File: config.mk
export PLATFORM = sky130hd
export DESIGN_NAME = fetch_queue
export DESIGN_NICKNAME = d
export VERILOG_FILES = /design/src/rtl/fetch_queue.sv
export SDC_FILE = /design/constraint.sdc
export NUM_CORES = 1
export LEC_CHECK = 0
export CAP_MARGIN = 20
export CELL_PAD_IN_SITES_DETAIL_PLACEMENT = 1
export CELL_PAD_IN_SITES_GLOBAL_PLACEMENT = 1
export CORE_MARGIN = 5
export CORE_UTILIZATION = 40
export DETAILED_ROUTE_END_ITERATION = 10
export GPL_TIMING_DRIVEN = 0
export PLACE_DENSITY = 0.81
export SYNTH_ARGS = -nofsm -noshare
export SYNTH_HDL_FRONTEND = slang
export SYNTH_SLANG_ARGS = --single-unit
File: constraint.sdc
create_clock -name clk -period 3.4 [get_ports clk]
set_input_delay 0.68 -clock clk [delete_from_list [all_inputs] [get_ports clk]]
set_output_delay 0.68 -clock clk [all_outputs]
set_load 0.005 [all_outputs]
File: src/rtl/fetch_queue.sv
// Instruction fetch stage: issues req/done reads at the PC's address and buffers words for decode.
// Optional stall counter enabled by defining FETCH_QUEUE_PERF_EN.
module fetch_queue #(
   parameter int          DEPTH    = 2,
   parameter logic [15:0] NOP_WORD = 16'h0800
) (
   input  logic        clk,
   input  logic        rst,
   input  logic [15:0] next_pc,
   input  logic        redirect,
   input  logic        halt,
   output logic [15:0] mem_addr,
   output logic        mem_rd,
   input  logic [15:0] mem_rdata,
   input  logic        mem_done,
   output logic        pc_advance,
   output logic [15:0] instr,
   output logic [15:0] instr_pc2,
   output logic        instr_valid,
   input  logic        dec_ready,
   output logic        err,
   output logic [15:0] stall_cycles
);
   localparam int AW = $clog2(DEPTH);
   localparam int CW = AW + 1;
   localparam logic [CW-1:0] FULL = CW'(DEPTH);

   typedef enum logic [1:0] {
      ST_ISSUE  = 2'd0,
      ST_WAIT   = 2'd1,
      ST_DRAIN  = 2'd2,
      ST_HALTED = 2'd3
   } state_t;

   state_t        state_r, state_s;
   logic [15:0]   fetch_addr_r, drain_addr_r, mem_addr_s;
   logic          halt_r, err_r, halt_any_s;
   logic          mem_rd_s, push_s, pop_s, adv_s, load_s, drain_load_s, valid_s;
   logic [15:0]   q_data_r [DEPTH];
   logic [15:0]   q_pc2_r  [DEPTH];
   logic [AW-1:0] rd_ptr_r, wr_ptr_r;
   logic [CW-1:0] count_r;

   assign halt_any_s = halt | halt_r;
   assign valid_s    = (count_r != {CW{1'b0}});
   assign pop_s      = valid_s & dec_ready;
   // A discarded read keeps its original address on the bus until the memory completes it.
   assign mem_addr_s = (state_r == ST_DRAIN) ? drain_addr_r : fetch_addr_r;

   // Next-state, request and push/advance decisions
   always_comb begin
      state_s      = state_r;
      mem_rd_s     = 1'b0;
      push_s       = 1'b0;
      adv_s        = 1'b0;
      load_s       = 1'b0;
      drain_load_s = 1'b0;
      if (rst) begin
         state_s = ST_ISSUE;
      end else begin
         case (state_r)
            ST_ISSUE:           mem_rd_s = ~halt_any_s & (count_r < FULL);
            ST_WAIT, ST_DRAIN:  mem_rd_s = 1'b1;
            ST_HALTED:          mem_rd_s = 1'b0;
            default:            mem_rd_s = 1'b0;
         endcase
         if (redirect) begin
            load_s = 1'b1;
            if (mem_rd_s & ~mem_done) begin
               state_s      = ST_DRAIN;
               drain_load_s = 1'b1;
            end else if (halt_any_s) begin
               state_s = ST_HALTED;
            end else begin
               state_s = ST_ISSUE;
            end
         end else if (state_r == ST_DRAIN) begin
            if (mem_done) begin
               state_s = halt_any_s ? ST_HALTED : ST_ISSUE;
            end else begin
               state_s = ST_DRAIN;
            end
         end else if (mem_rd_s & mem_done) begin
            push_s  = 1'b1;
            adv_s   = 1'b1;
            load_s  = 1'b1;
            state_s = halt_any_s ? ST_HALTED : ST_ISSUE;
         end else if (mem_rd_s) begin
            state_s = ST_WAIT;
         end else if (halt_any_s) begin
            state_s = ST_HALTED;
         end else begin
            state_s = state_r;
         end
      end
   end

   // FSM state, fetch address, sticky halt and sticky error
   always_ff @(posedge clk) begin
      if (rst) begin
         state_r      <= ST_ISSUE;
         fetch_addr_r <= 16'h0000;
         drain_addr_r <= 16'h0000;
         halt_r       <= 1'b0;
         err_r        <= 1'b0;
      end else begin
         state_r <= state_s;
         if (load_s)               fetch_addr_r <= next_pc;
         if (drain_load_s)         drain_addr_r <= mem_addr_s;
         if (halt)                 halt_r       <= 1'b1;
         if (mem_done & ~mem_rd_s) err_r        <= 1'b1;
      end
   end

   // Instruction queue storage and occupancy
   always_ff @(posedge clk) begin
      if (rst) begin
         rd_ptr_r <= {AW{1'b0}};
         wr_ptr_r <= {AW{1'b0}};
         count_r  <= {CW{1'b0}};
         for (int i = 0; i < DEPTH; i++) begin
            q_data_r[i] <= 16'h0000;
            q_pc2_r[i]  <= 16'h0000;
         end
      end else if (redirect) begin
         rd_ptr_r <= {AW{1'b0}};
         wr_ptr_r <= {AW{1'b0}};
         count_r  <= {CW{1'b0}};
      end else begin
         if (push_s) begin
            q_data_r[wr_ptr_r] <= mem_rdata;
            q_pc2_r[wr_ptr_r]  <= mem_addr_s + 16'd2;
            wr_ptr_r           <= wr_ptr_r + AW'(1);
         end
         if (pop_s) rd_ptr_r <= rd_ptr_r + AW'(1);
         case ({push_s, pop_s})
            2'b10:   count_r <= count_r + CW'(1);
            2'b01:   count_r <= count_r - CW'(1);
            default: count_r <= count_r;
         endcase
      end
   end

   assign mem_addr    = mem_addr_s;
   assign mem_rd      = mem_rd_s;
   assign pc_advance  = adv_s;
   assign instr_valid = valid_s;
   assign instr       = valid_s ? q_data_r[rd_ptr_r] : NOP_WORD;
   assign instr_pc2   = valid_s ? q_pc2_r[rd_ptr_r]  : 16'h0000;
   assign err         = err_r;

`ifdef FETCH_QUEUE_PERF_EN
   logic [15:0] stall_r;

   // Saturating count of cycles spent waiting on memory or starved of instructions
   always_ff @(posedge clk) begin
      if (rst) begin
         stall_r <= 16'h0000;
      end else if (((mem_rd_s & ~mem_done) | (~valid_s & (state_r != ST_HALTED)))
                   && (stall_r != 16'hFFFF)) begin
         stall_r <= stall_r + 16'd1;
      end else begin
         stall_r <= stall_r;
      end
   end

   assign stall_cycles = stall_r;
`else
   assign stall_cycles = 16'h0000;
`endif

endmodule
==> impl_summary.txt, run 1 <==
----------------------------------------------------
[Run status]
  Result of the run ... finished, final reports clean

[Setup path]
  Most frequent CP cell ... sky130_fd_sc_hd__clkdlybuf4s50_1
  CP Data Arrival Time ... 2.62 ns
  Slowest-stage cell, CP ... sky130_fd_sc_hd__clkdlybuf4s50_1
  Type of origin of the critical path ... input pin
  Largest incremental delay on the critical path ... 0.55 ns
  Required arrival time at the worst endpoint ... 2.72 ns
  Crit path capture type ... output port
  Setup CP Type ... in2out
  CP cell instances ... clkdlybuf4s50_1, nor4b_4, o211a_1, clkbuf_4, clkdlybuf4s50_1
  Critical path fanouts, max ... 19

[Floorplan]
  Die width ... 125 um
  FP Rows ... 41
  I/O pin count ... 106
  Initial cell density of the core ... 41.1%
  Die footprint ... 15500 um2
  Die height ... 125 um
  Area of the core ... 12800 um2

[Synthesis]
  Most used standard cell by instance count after synthesis ... sky130_fd_sc_hd__nor2_1
  Portion of the post-synthesis area used by sequential elements ... 52.2%
  Per-instance average area after synthesis ... 10.8 um2
  Number of flops mapped to enable cells by yosys ... 64
  Synthesis Warnings ... 0
  Mapped Area ... 5260 um2
  Fraction of synthesized cell area taken by the top area cell type ... 36.6%
  Top cells by area in the synthesized netlist ... sky130_fd_sc_hd__edfxtp_1 37%, sky130_fd_sc_hd__dfxtp_1 16%, sky130_fd_sc_hd__mux2i_1 9.1%, sky130_fd_sc_hd__nor2_1 5.0%, sky130_fd_sc_hd__and3_1 4.3%
  Library cells used by synthesis ... 48
  Share of synthesized cell area in and, or, nand and nor gates ... 20.4%
  Asr flop ratio synth ... 0%
  Most used flip-flop cell after synthesis ... sky130_fd_sc_hd__edfxtp_1
  Gate count after technology mapping ... 488
  Synthesized-area fraction occupied by ao, oa, aoi and oai cells ... 8.14%
  Most frequent cells after synthesis ... 70 x sky130_fd_sc_hd__nor2_1, 64 x sky130_fd_sc_hd__edfxtp_1, 48 x sky130_fd_sc_hd__mux2i_1
  Post-synthesis xor/xnor area fraction ... 1.50%
  Combinational family with the most area after synthesis ... simple AND/OR/NAND/NOR gates
  Synth area leader ... sky130_fd_sc_hd__edfxtp_1
  Mux contribution to synthesized area ... 10.2%
  Arithmetic-cell share of the synthesized area counting full adders, half adders and majority gates ... 0.952%
  Synthesis-stage register bit count ... 105

[Global route]
  Maximum number of pins on one net before global-route repair ... 33
  Grt ovf ... 0
  Number of global-route vias before repair ... 4314
  Overall global routing resource usage ... 18.2%
  Number of antenna violations at the first check in global routing ... 0
  First-pass GRT wire length ... 23100 um

[Power and ir drop]
  Sw Share ... 25.1%
  Share of power burned in registers ... 48.1%
  Net switching power ... 761 uW
  Pwr Density ... 448 nW/um2
  Int Pwr ... 2.27 mW
  Post-layout power ... 3.03 mW
  Share of total power in the clock network ... 37.1%
  Proportion of power drawn by combinational gates ... 14.8%
  Static leakage ... 2.50 nW
  Maximum ir drop on the vdd rail ... 0.212 mV

[Drt]
  Final wirelength ... 14300 um
  WL/cell ... 18.4 um
  Vias/cell ... 5.18
  Remaining design rule violation count ... 0
  DRC violation total after the first TritonRoute iteration ... 198
  Total number of vias ... 4036
  Length of the first detailed-routing pass in iterations ... 4
  Remaining antenna violation count after routing ... 0

[Placed design]
  Placed wire-length estimate ... 10300 um
  Port Buffers ... 89
  Global placement routability congestion ... 0.795

[Finish]
  Fraction of final layout cells with drive strength greater than 1 ... 10.9%
  Final core utilization ... 53.0%
  N_diodes ... 0
  Growth of design area from synthesis to finish ... 28.8%
  Net count of the finished layout ... 644

[Clock network]
  Clock buffer count from CTS ... 9
  # H-tree levels ... 3
  Maximum clock path buffer count ... 2
  Latest clock arrival within the worst-skew pair ... 0.35 ns
  Clock root buffer ... sky130_fd_sc_hd__clkbuf_16
  Buffers inserted during post-CTS setup optimization ... 0
  Clock tree from TritonCTS ... built
  Clock tree sinks ... 105
  Count of instances resized after the clock tree is built ... 3
  Clk slew on worst S/H paths ... 0.07 ns
  CTS Hold Buffers Added ... 0

[STA]
  Slew at the pin closest to its max-slew limit ... 0.824 ns
  Number of hold violations in the final report ... 0
  Slew Viols, Final ... 0
  Max-slew headroom ... 43.5%
  Clock Skew ... 0.00776 ns
  Maximum operating frequency ... 303 MHz
  Finish-stage setup viols ... 0
  Period Utilization, post-route ... 97.2%
  Setup repair after global routing missed its margin ... false
  Time the final worst path needs with I/O delays and setup ... 3.30 ns

[Worst hold path]
  Min-Delay Path Class ... reg2reg

[Job]
  Max-Cap Viols ... 0

----------------------------------------------------
[layout make-up]
type	instances	area [um2]
inverter	18	67.6
clock inverter	7	93.8
multi-input combinational	333	2250
tap	172	215
sequential	105	2740
timing repair buffer	89	891
buffer	46	280
fill	1404	6000
clock buffer	9	225
[power by group through the flow]
stage | registers (mW) | clock network, mW | logic [mW]
2_1_floorplan | 1.47 | 0 | 0.261
3_3_place_gp | 1.48 | 0 | 0.422
3_5_place_dp | 1.48 | 0 | 0.436
4_1_cts | 1.46 | 1.13 | 0.446
5_1_grt | 1.47 | 1.17 | 0.486
6_report | 1.46 | 1.12 | 0.448
[per-layer routing]
metal / global-route usage, % / vias to the layer above / routed length (um)
met5: 0 / - / 0
met4: 4.13 / 0 / 115
met3: 3.60 / 10 / 493
met2: 33.8 / 88 / 7620
met1: 21.5 / 1987 / 6090
li1: - / 1951 / -
[worst paths after layout]
check	to	cells past startpoint	slack (ns)	startpoint
max reg2reg	q_pc2_r[1][15]	11	0.35	state_r[0]
max	pc_advance	5	0.1	halt
min	err	2	0.49	err
min reg2reg	err	2	0.49	err
[metrics by stage]
| stage | TNS (ns) | instance area (um2) | std cells | hold slack [ns] | worst slack, ns |
|---|---|---|---|---|---|
| after CTS | 0 | 6750 | 779 | 0.494 | 0.0403 |
| after floorplan | 0 | 5310 | 503 | 0.454 | 0.763 |
| final | 0 | 6770 | 779 | 0.487 | 0.0957 |
| after global routing | 0 | 6770 | 779 | 0.524 | 0.0116 |
| after detailed placement | -0.366 | 6420 | 764 | 0.472 | -0.340 |
| after global placement | -16.50 | 6420 | 764 | 0.455 | -0.316 |
[cells in the final DEF (no fill, tap or decap), types with 3 or more instances in the layout]
cell type,n
sky130_fd_sc_hd__nor2b_1,3
sky130_fd_sc_hd__clkbuf_16,9
sky130_fd_sc_hd__xnor2_1,7
sky130_fd_sc_hd__and3_1,36
sky130_fd_sc_hd__a31oi_1,7
sky130_fd_sc_hd__a21oi_1,7
sky130_fd_sc_hd__nand4_1,3
sky130_fd_sc_hd__nand4b_1,18
sky130_fd_sc_hd__clkdlybuf4s50_1,89
sky130_fd_sc_hd__mux2_2,5
sky130_fd_sc_hd__ha_1,4
sky130_fd_sc_hd__nor3b_1,4
sky130_fd_sc_hd__nand2b_1,17
sky130_fd_sc_hd__nor2_1,70
sky130_fd_sc_hd__buf_6,5
sky130_fd_sc_hd__o21ai_0,18
sky130_fd_sc_hd__conb_1,16
sky130_fd_sc_hd__inv_1,17
sky130_fd_sc_hd__mux2i_1,46
sky130_fd_sc_hd__clkbuf_1,17
sky130_fd_sc_hd__buf_4,16
sky130_fd_sc_hd__edfxtp_1,64
sky130_fd_sc_hd__a211oi_1,5
sky130_fd_sc_hd__dfxtp_1,41
sky130_fd_sc_hd__a211oi_2,10
sky130_fd_sc_hd__nand3_1,4
sky130_fd_sc_hd__nand2_1,6
sky130_fd_sc_hd__nor3_1,19
sky130_fd_sc_hd__buf_2,3
[logic make-up after synthesis]
kind of cell | count (synthesis)
fa+ha+maj | 4
xor+xnor | 9
mux | 53
buf+inv | 65
flops | 105
compound gates | 57
other cells | 1
simple gates | 194
[flip-flops by register name, summed over array words and instances, names as in the netlist, named ones only]
register      cells
q_data_r         32
wr_ptr_r          1
fetch_addr_r     16
err               1
drain_addr_r     16
count_r           2
state_r           2
q_pc2_r          32
rd_ptr_r          1
halt_r            1
[worst max-delay path, delay by kind of cell]
| kind | cells | cell delay, ns |
|---|---|---|
| AOI/OAI and AO/OA | 1 | 0.27 |
| buffers and inverters | 3 | 1.33 |
| and+or+nand+nor | 1 | 0.34 |
Power figures use the tool's default switching activity.
==> inputs of run 2 (changes only) <==
--- a/config.mk
+++ b/config.mk
@@ -5,14 +5,14 @@
 export SDC_FILE = /design/constraint.sdc
 export NUM_CORES = 1
 export LEC_CHECK = 0
-export CAP_MARGIN = 20
+export CAP_MARGIN = 30
 export CELL_PAD_IN_SITES_DETAIL_PLACEMENT = 1
 export CELL_PAD_IN_SITES_GLOBAL_PLACEMENT = 1
 export CORE_MARGIN = 5
 export CORE_UTILIZATION = 40
 export DETAILED_ROUTE_END_ITERATION = 10
 export GPL_TIMING_DRIVEN = 0
-export PLACE_DENSITY = 0.81
+export PLACE_DENSITY_LB_ADDON = 0.1
 export SYNTH_ARGS = -nofsm -noshare
 export SYNTH_HDL_FRONTEND = slang
 export SYNTH_SLANG_ARGS = --single-unit
==> run 2 against run 1 <==
Compared with the run above:
- total power down 7.3%
- sequential power about the same
- clock skew is 0.0014 ns higher
- critical path type unchanged
- largest power group unchanged
- critical endpoint unchanged
- clock power fell by 18%
- final cell count down 0.13%
- via count fell by 2.2%
- first-iteration DRC count decreased by 12%
- combinational power is 2% lower
- final area decreased by 1.1%
==> impl_summary.txt, run 2 (synthesis results as in run 1) <==
----------------------------------------------------
[Run status]
  Result of the run ... finished, final reports clean

[Setup path]
  CP Data Arrival Time ... 2.64 ns (+0.02 ns)
  Critical Path Start ... halt
  Type of origin of the critical path ... input pin
  Crit path capture type ... output port
  Required arrival time at the worst endpoint ... 2.72 ns (about the same)
  Reg-to-Reg Start ... state_r[0]
  Critical path fanouts, max ... 19 (unchanged)
  Setup CP Type ... in2out

[Clock network]
  CTS Hold Buffers Added ... 0 (unchanged)
  # H-tree levels ... 3 (unchanged)
  Maximum clock path buffer count ... 2 (unchanged)
  Clk slew on worst S/H paths ... 0.07 ns (about the same)
  Latest clock arrival within the worst-skew pair ... 0.34 ns (about the same)
  Clock buffer count from CTS ... 9 (unchanged)
  Clock root buffer ... sky130_fd_sc_hd__clkbuf_16
  Buffers inserted during post-CTS setup optimization ... 0 (unchanged)
  Count of instances resized after the clock tree is built ... 2 (-1)
  Clock tree sinks ... 105 (unchanged)
  Clock tree from TritonCTS ... built

[STA]
  Time the final worst path needs with I/O delays and setup ... 3.32 ns (+0.0203 ns)
  Number of hold violations in the final report ... 0 (unchanged)
  Setup slack of the critical path after layout ... 0.0754 ns (-0.0203 ns)
  Slew Viols, Final ... 0 (unchanged)
  Setup repair after global routing missed its margin ... true
  Period Utilization, post-route ... 97.8% (+0.60 points)
  Clock Skew ... 0.00912 ns (+0.00135 ns)
  Maximum operating frequency ... 301 MHz (-0.61%)
  Finish-stage setup viols ... 0 (unchanged)
  Slew at the pin closest to its max-slew limit ... 0.864 ns (+0.0402 ns)
  Max-slew headroom ... 42.4% (-1.1 points)

[Finish]
  Fraction of final layout cells with drive strength greater than 1 ... 10.2% (-0.64 points)
  N_diodes ... 0 (unchanged)
  Growth of design area from synthesis to finish ... 27.4%
  Non-filler instance count after layout ... 778 (-0.13%)
  Top flop regs ... q_data_r: 32 flops, q_pc2_r: 32 flops
  Commonest non-fill, non-tap cells in the layout ... 89 x sky130_fd_sc_hd__clkdlybuf4s50_1, 70 x sky130_fd_sc_hd__nor2_1, 64 x sky130_fd_sc_hd__edfxtp_1
  Final core utilization ... 52.4% (-0.59 points)
  Net count of the finished layout ... 644 (unchanged)
  Filler Cells Inserted ... 1394 (-0.71%)
  Commonest non-fill, non-tap cell in the layout ... sky130_fd_sc_hd__clkdlybuf4s50_1

[Floorplan]
  Die height ... 125 um (unchanged)
  I/O pin count ... 106 (unchanged)
  Initial cell density of the core ... 41.1% (unchanged)
  Die width ... 125 um (unchanged)
  Die footprint ... 15500 um2 (unchanged)
  Area of the core ... 12800 um2 (unchanged)
  FP Rows ... 41 (unchanged)

[Worst hold path]
  Min-Delay Path Class ... reg2reg
  Worst Min Path Start ... err

[Drt]
  WL/cell ... 16.6 um (-9.5%)
  Length of the first detailed-routing pass in iterations ... 4 (unchanged)
  Final wirelength ... 12900 um (-9.6%)
  Remaining design rule violation count ... 0 (unchanged)
  DRC violation total after the first TritonRoute iteration ... 174 (-12%)
  Vias/cell ... 5.07 (-2.1%)
  Remaining antenna violation count after routing ... 0 (unchanged)
  Total number of vias ... 3946 (-2.2%)

[Global route]
  Grt met2 use ... 28.9% (-4.9 points)
  Number of global-route vias before repair ... 4168 (-3.4%)
  Global routing's busiest layer ... met2
  Met1 usage ... 21.0% (-0.45 points)
  Maximum number of pins on one net before global-route repair ... 33 (unchanged)
  First-pass GRT wire length ... 21100 um (-8.7%)
  GRT met3 Usage ... 2.83% (-0.77 points)
  Number of antenna violations at the first check in global routing ... 0 (unchanged)
  Grt ovf ... 0 (unchanged)
  Overall global routing resource usage ... 16.6% (-1.6 points)

[Placed design]
  Placed wire-length estimate ... 9910 um (-4.2%)
  Placed Cells ... 764 (unchanged)
  Port Buffers ... 89 (unchanged)
  Global placement routability congestion ... 0.757 (-4.8%)
  Pre-CTS WS ... -0.325 ns (+0.0144 ns)

[Job]
  Max-Cap Viols ... 0 (unchanged)

[Power and ir drop]
  Static leakage ... 2.46 nW (-1.7%)
  Pwr Density ... 420 nW/um2 (-6.2%)
  Maximum ir drop on the vdd rail ... 0.219 mV (+3.3%)

----------------------------------------------------
## run 2: cell count changes in the layout (fill, tap and decap cells not counted)
cell                         before  now
sky130_fd_sc_hd__inv_6            1    0
sky130_fd_sc_hd__clkbuf_1        17   19
sky130_fd_sc_hd__nor4b_4          1    0
sky130_fd_sc_hd__clkinvlp_2       0    1
sky130_fd_sc_hd__clkbuf_2         2    1
sky130_fd_sc_hd__clkinv_4         1    0
sky130_fd_sc_hd__buf_1            2    3
sky130_fd_sc_hd__nor4b_2          0    1
sky130_fd_sc_hd__bufinv_16        2    0
## run 2: per-stage QoR
stage / setup TNS (ns) / total power [mW] / hold WS [ns] / instance area, um2
floorplan: 0 / 1.73 / 0.454 / 5310
detailed placement: -0.355 / 1.92 / 0.467 / 6420
CTS: 0 / 2.83 / 0.488 / 6680
global route: -0.0834 / 2.93 / 0.538 / 6690
finish: 0 / 2.81 / 0.482 / 6690
global placement: -19.96 / 1.90 / 0.458 / 6420
## run 2: final timing paths
check / slack, ns / depth (start not counted) / to
worst min register to register: 0.48 / 2 / err
worst max-delay path: 0.08 / 5 / pc_advance
worst max register to register: 0.38 / 11 / q_pc2_r[1][13]
worst min-delay path: 0.48 / 2 / err
## run 2: report_power, final
group | total (mW) | internal [mW] | switching [mW]
clock | 0.916 | 0.487 | 0.429
combinational | 0.439 | 0.204 | 0.235
sequential | 1.46 | 1.42 | 0.0369
total | 2.81 | 2.11 | 0.701
## run 2: layer usage
layer  up-vias  wire length [um]
li1       1958                 -
met1      1896              5860
met2        80              6400
met3        12               516
met4         0               155
met5         -                 0
## run 2: final cells by class
cell class                 count  area, um2  share of cell area, %
inverter                      18       67.6                   1.01
sequential                   105       2740                   41.0
multi-input combinational    333       2240                   33.5
clock buffer                  11        233                   3.48
buffer                        46        279                   4.17
timing repair buffer          89        891                   13.3
tap                          172        215                   3.21
clock inverter                 4       21.3                  0.318
## run 2: critical path, cell delays in order
cell and delay [ns]:
sky130_fd_sc_hd__clkdlybuf4s50_1 0.48, sky130_fd_sc_hd__nor4b_2 0.39, sky130_fd_sc_hd__o211a_1 0.28, sky130_fd_sc_hd__clkbuf_4 0.27, sky130_fd_sc_hd__clkdlybuf4s50_1 0.54
==> RTL edit: new RTL, settings of run 1 <==
Change the parameter `DEPTH` from 2 to 4.
--- a/src/rtl/fetch_queue.sv
+++ b/src/rtl/fetch_queue.sv
@@ -1,7 +1,7 @@
 // Instruction fetch stage: issues req/done reads at the PC's address and buffers words for decode.
 // Optional stall counter enabled by defining FETCH_QUEUE_PERF_EN.
 module fetch_queue #(
-   parameter int          DEPTH    = 2,
+   parameter int          DEPTH    = 4,
    parameter logic [15:0] NOP_WORD = 16'h0800
 ) (
    input  logic        clk,
Behaviour: not the same (Yosys sat finds a counterexample within 4 cycles, from zero or initial values and one cycle with rst high).
==> RTL edit against run 1 <==
  * Design area grew 52%
  * Sequential cell count grew 68
  * Routed wire length grew 53%
  * Synthesized area grew 58%
  * Global-route usage grew 0.77 points
  * Count of clock-buffer cells in the layout grew 10
  * Power grew 62%
  * Sequential share of layout area grew 5.7 points
  * First-iteration DRC count grew 57%
  * Worst setup slack gained 11 ps
  * Final cell count grew 35%
  * Largest power group unchanged
==> RTL edit: results <==
group,metric,value,unit
run_status,run_status,"completed",
clock_network,post_cts.resized_instances,13,
placed_design,dp_hpwl,15.4,mm
synth,synth-edff-count,128,
detailed_routing,drt_wl_total,21.9,mm
timing,timing.hold.ws,477,ps
clock_network,tritoncts.num_buffers,17,
synth,synth_seq_area_share,57.2,%
worst_setup_path,crit-reg2reg-capture,"count_r[2]",
clock_network,htree_levels,4,
power,internal-power,3.76,mW
placed_design,placement.setup.worst_slack,-601,ps
power,seq_power_share,49.1,%
detailed_routing,met3_wirelength,812,µm
detailed_routing,wirelength_met1,9.04,mm
global_route,first_global_vias,6259,
finish,layout-drive-gt1-share,16.8,%
worst_setup_path,reg2regPathDepth,13,
global_route,grt_use_met1,23.0,%
global_route,first_pass_grt_wire_length,35.2,mm
worst_setup_path,critical_path.startpoint,"state_r[0]",
global_route,use_met3,3.54,%
worst_setup_path,standard_cell_with_the_maximum_stage_delay_on_the_critical_path,"sky130_fd_sc_hd__or4b_1",
power,lkg_pwr,3.72,nW
power,power.ir.vdd_worst,0.305,mV
placed_design,io_buffers,88,
detailed_routing,drt-wirelength-per-cell,20.8,µm
worst_setup_path,setup.reg_to_reg.worst_slack,160,ps
placed_design,dp_cells,1022,
placed_design,place.gp.congestion,0.810,
global_route,grtUsageTotal,18.9,%
global_route,grt_use_met2,34.2,%
clock_network,cts.repair_timing.setup_buffer_count,1,
detailed_routing,met2_length,11.6,mm
synth,yosys-top-cells-area,"sky130_fd_sc_hd__edfxtp_1 (46%), sky130_fd_sc_hd__dfxtp_1 (11%), sky130_fd_sc_hd__mux4_2 (8.7%)",
timing,finClkSkew,9.73,ps
detailed_routing,drt-vias-per-instance,5.29,
timing,min_period,3290,ps
clock_network,worst_skew_pair.late_latency,430,ps
worst_setup_path,worst-endpoint-arrival,2610,ps
worst_hold_path,beginning_of_the_worst_hold_path,"fetch_addr_r[15]",
finish,n_fill_cell,2115,
synth,synth.distinct_cells,54,
power,power_clock,1.95,mW
finish,reg.largest.list,"q_data_r x64, q_pc2_r x64",
synth,synth.cells.most_frequent,"sky130_fd_sc_hd__edfxtp_1 (128), sky130_fd_sc_hd__and2_1 (102), sky130_fd_sc_hd__nor2_1 (62)",
detailed_routing,drt_iter0_markers,310,
timing,slew-limit-headroom,33.7,%
worst_hold_path,timing.hold.worst_endpoint,"fetch_addr_r[15]",
synth,synthesis.area_per_instance,12.8,µm²
RTL edit: cell families after synthesis:
group	after synthesis	synth area share [%]
other	1	0.0452
AO/OA/AOI/OAI	45	4.12
buffers and inverters	75	4.69
adder cells (fa/ha/maj)	5	0.845
flip-flops	173	57.2
XOR/XNOR	10	1.06
multiplexers	70	13.4
AND/OR/NAND/NOR	267	18.7
RTL edit: worst register-to-register path: cells and delay by family, from the launching register on:
kind / cells / cell delay, ps
compound gates: 2 / 440
xor+xnor: 1 / 170
fa+ha+maj: 3 / 930
buf+inv: 5 / 860
flops: 1 / 330
simple gates: 2 / 420
RTL edit: layout make-up:
type,count,area [µm²],area share (%)
sequential,173,4740,46.2
multi-input combinational,413,3250,31.6
timing repair buffer,93,956,9.31
clock buffer,19,433,4.21
tap,270,338,3.29
buffer,53,337,3.28
clock inverter,12,146,1.43
inverter,19,71.3,0.694
